File: src/rtl/mips_multicycle_control.sv
// Main control FSM for the multicycle MIPS datapath, with memory-ready handshake,
// illegal-opcode detection and retired-instruction counter. Optional macro: SINGLE_STEP_EN.
module mips_multicycle_control #(
    parameter int unsigned COUNT_W      = 16,
    parameter int unsigned ILLEGAL_HALT = 1
) (
    input  logic               clk,
    input  logic               reset_n,
    input  logic [5:0]         opcode,
`ifdef SINGLE_STEP_EN
    input  logic               step,
`endif
    input  logic               mem_ready,
    output logic               mem_read,
    output logic               mem_write,
    output logic               iord,
    output logic               ir_write,
    output logic               pc_write,
    output logic               pc_write_cond,
    output logic [1:0]         pc_source,
    output logic [1:0]         alu_op,
    output logic               alu_src_a,
    output logic [1:0]         alu_src_b,
    output logic               reg_write,
    output logic               reg_dst,
    output logic               mem_to_reg,
    output logic [3:0]         state,
    output logic               illegal_op,
    output logic [COUNT_W-1:0] instr_count
);

    typedef enum logic [3:0] {
        FETCH   = 4'd0,
        DECODE  = 4'd1,
        MEMADR  = 4'd2,
        MEMRD   = 4'd3,
        MEMWB   = 4'd4,
        MEMWR   = 4'd5,
        EXEC    = 4'd6,
        ALUWB   = 4'd7,
        BRANCH  = 4'd8,
        JUMP    = 4'd9,
        ILLEGAL = 4'd10,
        HALT    = 4'd11
    } state_t;

    localparam logic [5:0] OP_RTYPE = 6'b000000;
    localparam logic [5:0] OP_LW    = 6'b100011;
    localparam logic [5:0] OP_SW    = 6'b101011;
    localparam logic [5:0] OP_BEQ   = 6'b000100;
    localparam logic [5:0] OP_J     = 6'b000010;

    state_t state_q;
    logic   adv;

`ifdef SINGLE_STEP_EN
    assign adv = step;
`else
    assign adv = 1'b1;
`endif

    assign state = state_q;

    always_ff @(posedge clk) begin
        if (!reset_n) begin
            state_q     <= FETCH;
            instr_count <= '0;
            illegal_op  <= 1'b0;
        end else if (adv) begin
            case (state_q)
                FETCH:  if (mem_ready) state_q <= DECODE;
                DECODE: begin
                    case (opcode)
                        OP_LW, OP_SW: state_q <= MEMADR;
                        OP_RTYPE:     state_q <= EXEC;
                        OP_BEQ:       state_q <= BRANCH;
                        OP_J:         state_q <= JUMP;
                        default: begin
                            state_q    <= ILLEGAL;
                            illegal_op <= 1'b1;
                        end
                    endcase
                end
                MEMADR: state_q <= (opcode == OP_SW) ? MEMWR : MEMRD;
                MEMRD:  if (mem_ready) state_q <= MEMWB;
                MEMWR: begin
                    if (mem_ready) begin
                        state_q     <= FETCH;
                        instr_count <= instr_count + COUNT_W'(1);
                    end
                end
                EXEC:   state_q <= ALUWB;
                MEMWB, ALUWB, BRANCH, JUMP: begin
                    state_q     <= FETCH;
                    instr_count <= instr_count + COUNT_W'(1);
                end
                ILLEGAL: state_q <= (ILLEGAL_HALT != 0) ? HALT : FETCH;
                HALT:    state_q <= HALT;
                default: state_q <= FETCH;
            endcase
        end
    end

    // Moore decode; request/write strobes are then masked by reset and by a held step.
    always_comb begin
        mem_read      = 1'b0;
        mem_write     = 1'b0;
        iord          = 1'b0;
        ir_write      = 1'b0;
        pc_write      = 1'b0;
        pc_write_cond = 1'b0;
        pc_source     = 2'b00;
        alu_op        = 2'b00;
        alu_src_a     = 1'b0;
        alu_src_b     = 2'b00;
        reg_write     = 1'b0;
        reg_dst       = 1'b0;
        mem_to_reg    = 1'b0;
        case (state_q)
            FETCH: begin
                mem_read  = 1'b1;
                alu_src_b = 2'b01;
                ir_write  = mem_ready;
                pc_write  = mem_ready;
            end
            DECODE: alu_src_b = 2'b11;
            MEMADR: begin
                alu_src_a = 1'b1;
                alu_src_b = 2'b10;
            end
            MEMRD: begin
                mem_read = 1'b1;
                iord     = 1'b1;
            end
            MEMWB: begin
                reg_write  = 1'b1;
                mem_to_reg = 1'b1;
            end
            MEMWR: begin
                mem_write = 1'b1;
                iord      = 1'b1;
            end
            EXEC: begin
                alu_src_a = 1'b1;
                alu_op    = 2'b10;
            end
            ALUWB: begin
                reg_write = 1'b1;
                reg_dst   = 1'b1;
            end
            BRANCH: begin
                alu_src_a     = 1'b1;
                alu_op        = 2'b01;
                pc_write_cond = 1'b1;
                pc_source     = 2'b01;
            end
            JUMP: begin
                pc_write  = 1'b1;
                pc_source = 2'b10;
            end
            default: ;
        endcase
        if (!(reset_n && adv)) begin
            mem_read      = 1'b0;
            mem_write     = 1'b0;
            ir_write      = 1'b0;
            pc_write      = 1'b0;
            pc_write_cond = 1'b0;
            reg_write     = 1'b0;
        end
    end

endmodule

File: config.mk
export PLATFORM = sky130hd
export DESIGN_NAME = mips_multicycle_control
export DESIGN_NICKNAME = d
export VERILOG_FILES = /design/src/rtl/mips_multicycle_control.sv
export SDC_FILE = /design/constraint.sdc
export NUM_CORES = 1
export LEC_CHECK = 0
export BUFFER_PORTS_ARGS = -buffer_cell sky130_fd_sc_hd__buf_2
export CORE_ASPECT_RATIO = 0.9
export CORE_UTILIZATION = 49
export DETAILED_ROUTE_END_ITERATION = 6
export PLACE_DENSITY = 0.81
export SETUP_SLACK_MARGIN = 0.15
export SKIP_CTS_REPAIR_TIMING = 1
export SYNTH_ARGS = -nofsm -noshare
export SYNTH_HDL_FRONTEND = slang
export SYNTH_SLANG_ARGS = --single-unit
File: constraint.sdc
create_clock -name clk -period 2.02 [get_ports clk]
set_input_delay 0.404 -clock clk [delete_from_list [all_inputs] [get_ports clk]]
set_output_delay 0.404 -clock clk [all_outputs]
set_load 0.005 [all_outputs]
### Word level (Yosys, flattened, before mapping)

Cells that the tools add are included.

| operators by class | value |
|---|---|
| muxes and demuxes | 27 |
| reduce and logical (&&, ||, !) cells | 14 |
| add/sub/neg operators | 1 |
| bitwise operators | 1 |
| eq/ne operators | 18 |

Operators by type and width:

| cell | count |
|---|---|
| $pmux W16 S2 | 1 |
| $pmux W4 S7 | 1 |
| $add A16 B1 Y16 const B | 1 |
| $eq A4 B3 Y1 const B | 4 |
| $eq A4 B4 Y1 const B | 4 |
| $mux W16 | 1 |
| $pmux W4 S4 | 1 |
| $mux W1 | 15 |
| $eq A6 B6 Y1 const B | 2 |
| $mux W4 | 3 |
| $reduce_or A2 Y1 | 5 |
| $eq A4 B2 Y1 const B | 2 |
| $pmux W2 S2 | 2 |
| $eq A6 B2 Y1 const B | 1 |
| $eq A6 B3 Y1 const B | 1 |
| $logic_not A6 Y1 | 1 |
| $ne A2 B2 Y1 const B | 3 |
| $pmux W2 S3 | 1 |
| $reduce_or A5 Y1 | 1 |
| $eq A4 B1 Y1 const B | 1 |
| $logic_not A4 Y1 | 1 |
| $reduce_and A2 Y1 | 2 |
| $reduce_or A4 Y1 | 1 |
| $mux W3 | 1 |
| other kinds (5) | 5 |

| storage, ports and cells | value |
|---|---|
| output and inout bits | 37 |
| flip-flop bits (word level) | 21 |
| word-level logic and storage cells | 64 |
| input port bits | 9 |

### Longest topological paths before layout

| depth | value |
|---|---|
| depth in word-level cells | 4 |
| gate-level depth with buffers | 7 |

### Worst setup path after synthesis

No wires, ideal clock.

| timing path | value |
|---|---|
| kind | register -> register |
| start point | register state_q[3], in the netlist state[3] |
| end point | register instr_count[11] |
| arrival time | 1.652 ns |
| required time | 1.947 ns |
| buffers on the path | 1 |
| library setup time | 0.073 ns |
| period minus slack after synthesis | 1.725 ns |
| slack | 0.295 ns |
| stages on the path, launching flop included | 6 |
| cell sequence | dfxtp_1 or3b_1 o31a_1 buf_6 or4_1 a21oi_1 |

| between the ends | value |
|---|---|
| cells in the longest elaborated chain, start to end | 4 |

Ends and longest elaborated chain:

| what | line | source |
|---|---|---|
| from (decl) | 53 | `state_t state_q;` |
| from (signal assigned) | 84 | `MEMADR: state_q <= (opcode == OP_SW) ? MEMWR : MEMRD;` |
| from (signal assigned) | 97 | `ILLEGAL: state_q <= (ILLEGAL_HALT != 0) ? HALT : FETCH;` |
| $eq A4 B3 Y1 or $eq A4 B4 Y1 (tied branches) | 70 | `case (state_q)` |
| $reduce_or A4 Y1 | 70 |  |
| $reduce_bool A2 Y1 (no line) | n/a |  |
| $reduce_and A2 Y1 (no line) | n/a |  |
| to (signal assigned) | 89 | `instr_count <= instr_count + COUNT_W'(1);` |
| to (signal assigned) | 95 | `instr_count <= instr_count + COUNT_W'(1);` |
| to (decl) | 29 | `output logic [COUNT_W-1:0] instr_count` |

Parallel ways exist; a longest one is shown, timed or not.
A chain may end at the register's enable or synchronous reset.

### Worst setup path in the final report

| timing path | value |
|---|---|
| start point | register state_q[2], in the netlist state[2] |
| end point | output port reg_dst |

| between the ends | value |
|---|---|
| cells in the longest elaborated chain, start to end | 2 |

Ends and longest elaborated chain:

| what | line | source |
|---|---|---|
| $eq A4 B3 Y1 | 119 | `case (state_q)` |
| $mux W1 | 119 |  |
| to (decl) | 25 | `output logic reg_dst,` |

Every way passes these cells.

==> metrics.yaml <==
outcome: "finished, final reports clean"
post-route-drc-count: 0
power.switching_mw: 0.417
final_hold_viol_count: 0
leakage_nw: 0.704
layout_overhead_on_the_synthesized_area_pct: 32.6
die_height_um: 50.5
ys_dominant_reg_cell: "sky130_fd_sc_hd__dfxtp_1"
detailroute.via_count: 1522
fmax_mhz: 547
endpoint_kind: "output pin"
skew_ns: 0.00239
worstHoldStart: "mem_ready"
cp_data_arrival_time_ns: 1.42
slew_at_the_pin_with_the_worst_max_slew_slack_ns: 0.393
tritoncts: "built"
via_count_of_the_first_global_routing_pass: 1246
most-common-layout-cells: "sky130_fd_sc_hd__buf_2, sky130_fd_sc_hd__dfxtp_1, sky130_fd_sc_hd__a21oi_1"
startpoint_kind_of_the_worst_setup_timing_path: "flop"
avgViaCountPerCell: 6.26
min_delay_path_depth: 2
die_area_mm2: 0.00282
placement.cell_area_mm2: 0.00156
avgSynthCellArea_um2: 7.76
number_of_antenna_repair_diodes: 0
layout.cells.most_common: "sky130_fd_sc_hd__buf_2"
hold_path_end: "state[2]$_SDFFE_PN0P_"
global_route.overflow_total: 0
crit-reg2reg-launch: "state[1]$_SDFFE_PN0P_"
effective_utilization_at_floorplan_pct: 51.9
synth_async_sr_flop_share_pct: 0
grt_usage_pct: 24.4
core_outline_area_mm2: 0.00247
place.port_buffers: 45
netlist_instances: 165
time_the_worst_path_needs_with_i_o_delays_and_setup_ns: 1.83
timing_worst_setup_path_type: "flop to output pin"
ff_latch_area_um2: 429
worst_setup_hold_path_clk_slew_ns: 0.11
die_width_um: 55.9
timing.reg2reg.setup_slack_ns: 0.21
cap_violations: 0
largest_net_degree_at_the_start_of_global_routing: 30
wirelength_mm: 3.79
finish.instance_area_mm2: 0.00170
rsz_0062_raised_after_global_routing: "yes"
global_route_wire_length_before_repair_mm: 5.47
number_of_top_level_pins: 46
power_frac_seq_pct: 40.9
post_route_cells_drive_above_1_share_pct: 33.0
grt_use_met1_pct: 32.1
synth.distinct_cells: 40
intPower_mw: 0.744
timing.slew.headroom_pct: 73.4
critPathRequiredTime_ns: 1.62
detail_route.iter0.violations: 53
cts_max_path_buffers: 2
setup_ws_ns: 0.191
number_of_nets_in_the_layout: 226
clock_power_share_pct: 17.9
slew_viol_final: 0
final.period_utilization_pct: 90.5
power-per-cell-area_mw_per_mm2: 684
synth_sequential_area_ratio_pct: 32.8
place.gp.congestion: 0.854
grt_most_used_layer: "met2"
final.hold.worst_slack_ns: 0.389
clock_sinks: 21
post-place-ws_ns: 0.213
layout.filler_cells: 205
critical_path.reg2reg.endpoint: "instr_count[9]$_SDFFE_PN0P_"
synth.net_count: 175
worst_r2r_path_depth: 5
hpwl_mm: 2.44
synth.ff_latch_count: 21
h-tree-depth: 1
sw_frac_of_total_pct: 35.9
initial_antenna_violation_count: 0
use_met3_pct: 5.41
synth.cell_area_mm2: 0.00128
tritoncts.num_buffers: 3
firstDrtPassIters: 5
placement_rows: 17
groute.layer.met2.usage_pct: 40.8
report.final.setup_viol: 0
worstSkewPairLatency_ns: 0.31
detail_route.wl_per_cell_um: 15.6
multi_input_comb_area_um2: 827
number_of_nets_still_failing_antenna_checks_after_routing: 0
synth_enable_flop_cells: 0
path_max_fanout: 11
combPwrFrac_pct: 41.1
clock_tree.root_cell: "sky130_fd_sc_hd__clkbuf_4"
synthesis.yosys.warnings: 0
hold_path_class: "input port to flop"
peakVddDrop_mv: 0.549
[critical path, stage by stage, from the launching register on]
cell	delay [ns]
sky130_fd_sc_hd__dfxtp_4	0.39
sky130_fd_sc_hd__buf_8	0.15
sky130_fd_sc_hd__clkinvlp_4	0.16
sky130_fd_sc_hd__nor2_4	0.13
sky130_fd_sc_hd__and3_1	0.17
sky130_fd_sc_hd__buf_2	0.11
[layer usage]
layer / up-vias / part of all wire [%]
li1: 731 / -
met1: 730 / 46
met2: 56 / 48
met3: 5 / 5.4
met4: 0 / 0.66
met5: - / 0
[flip-flops by register name, indices dropped and copies added (netlist names)]
register     cells
instr_count     16
state            4
illegal_op       1
[per-stage QoR]
step / TNS (ns) / cells / total power [mW] / util [%]
2_1_floorplan: 0 / 165 / 0.725 / -
3_3_place_gp: 0 / 234 / 0.870 / 63.0
3_5_place_dp: 0 / 234 / 0.885 / 63.0
4_1_cts: -0.0182 / 238 / 1.08 / 64.1
5_1_grt: 0 / 243 / 1.22 / 68.8
6_report: 0 / 243 / 1.16 / 68.8
[worst max-delay path by stage]
stage                                from                      endpoint  cells after the start
floorplan           state[3]$_SDFFE_PN0P_  instr_count[11]$_SDFFE_PN0P_                      5
global placement                mem_ready  instr_count[15]$_SDFFE_PN0P_                      6
detailed placement              mem_ready  instr_count[12]$_SDFFE_PN0P_                      6
CTS                 state[0]$_SDFFE_PN0P_                  alu_src_b[1]                      5
global route        state[2]$_SDFFE_PN0P_                       reg_dst                      5
finish              state[2]$_SDFFE_PN0P_                       reg_dst                      5
[power by group through the flow]
stage / clock network, mW / logic (mW) / registers [mW]
detailed placement: 0 / 0.407 / 0.478
finish: 0.208 / 0.478 / 0.475
global placement: 0 / 0.394 / 0.476
global route: 0.218 / 0.519 / 0.480
CTS: 0.207 / 0.409 / 0.468
floorplan: 0 / 0.247 / 0.477
[synthesized netlist by cell type (4+ instances only)]
master	instances	share of area, %
sky130_fd_sc_hd__nor2b_1	6	2.9
sky130_fd_sc_hd__nor2_1	7	2.1
sky130_fd_sc_hd__o21a_1	4	2.3
sky130_fd_sc_hd__or4_1	8	4.7
sky130_fd_sc_hd__nand2b_1	5	2.4
sky130_fd_sc_hd__nand2_1	11	3.2
sky130_fd_sc_hd__dfxtp_1	21	33
sky130_fd_sc_hd__clkbuf_1	7	2.1
sky130_fd_sc_hd__nor4_1	4	2.0
sky130_fd_sc_hd__or3_1	4	2.0
sky130_fd_sc_hd__o31ai_1	8	4.7
sky130_fd_sc_hd__nand4_1	4	2.0
sky130_fd_sc_hd__nor3_1	9	3.5
sky130_fd_sc_hd__nand3_1	9	3.5
sky130_fd_sc_hd__o21ai_0	6	2.3
sky130_fd_sc_hd__a21oi_1	15	5.9
sky130_fd_sc_hd__and3_1	4	2.0
[kinds of logic (layout without fill, tap and decap cells)]
logic type,Yosys count,after routing,synth area share (%)
xor gates and xnor gates,3,3,2.05
DFF,21,21,32.8
AOI/OAI and AO/OA,43,43,21.5
and+or+nand+nor,79,79,35.2
muxes,3,3,2.35
buffers and inverters,15,65,5.08
adders and majority gates,1,1,0.977
[final cells by class]
type	instances	area share, %
sequential	21	25.3
multi-input combinational	129	48.7
inverter	4	1.11
clock buffer	4	1.55
tap	28	2.06
timing repair buffer	57	21.2
Power figures use the tool's default switching activity.
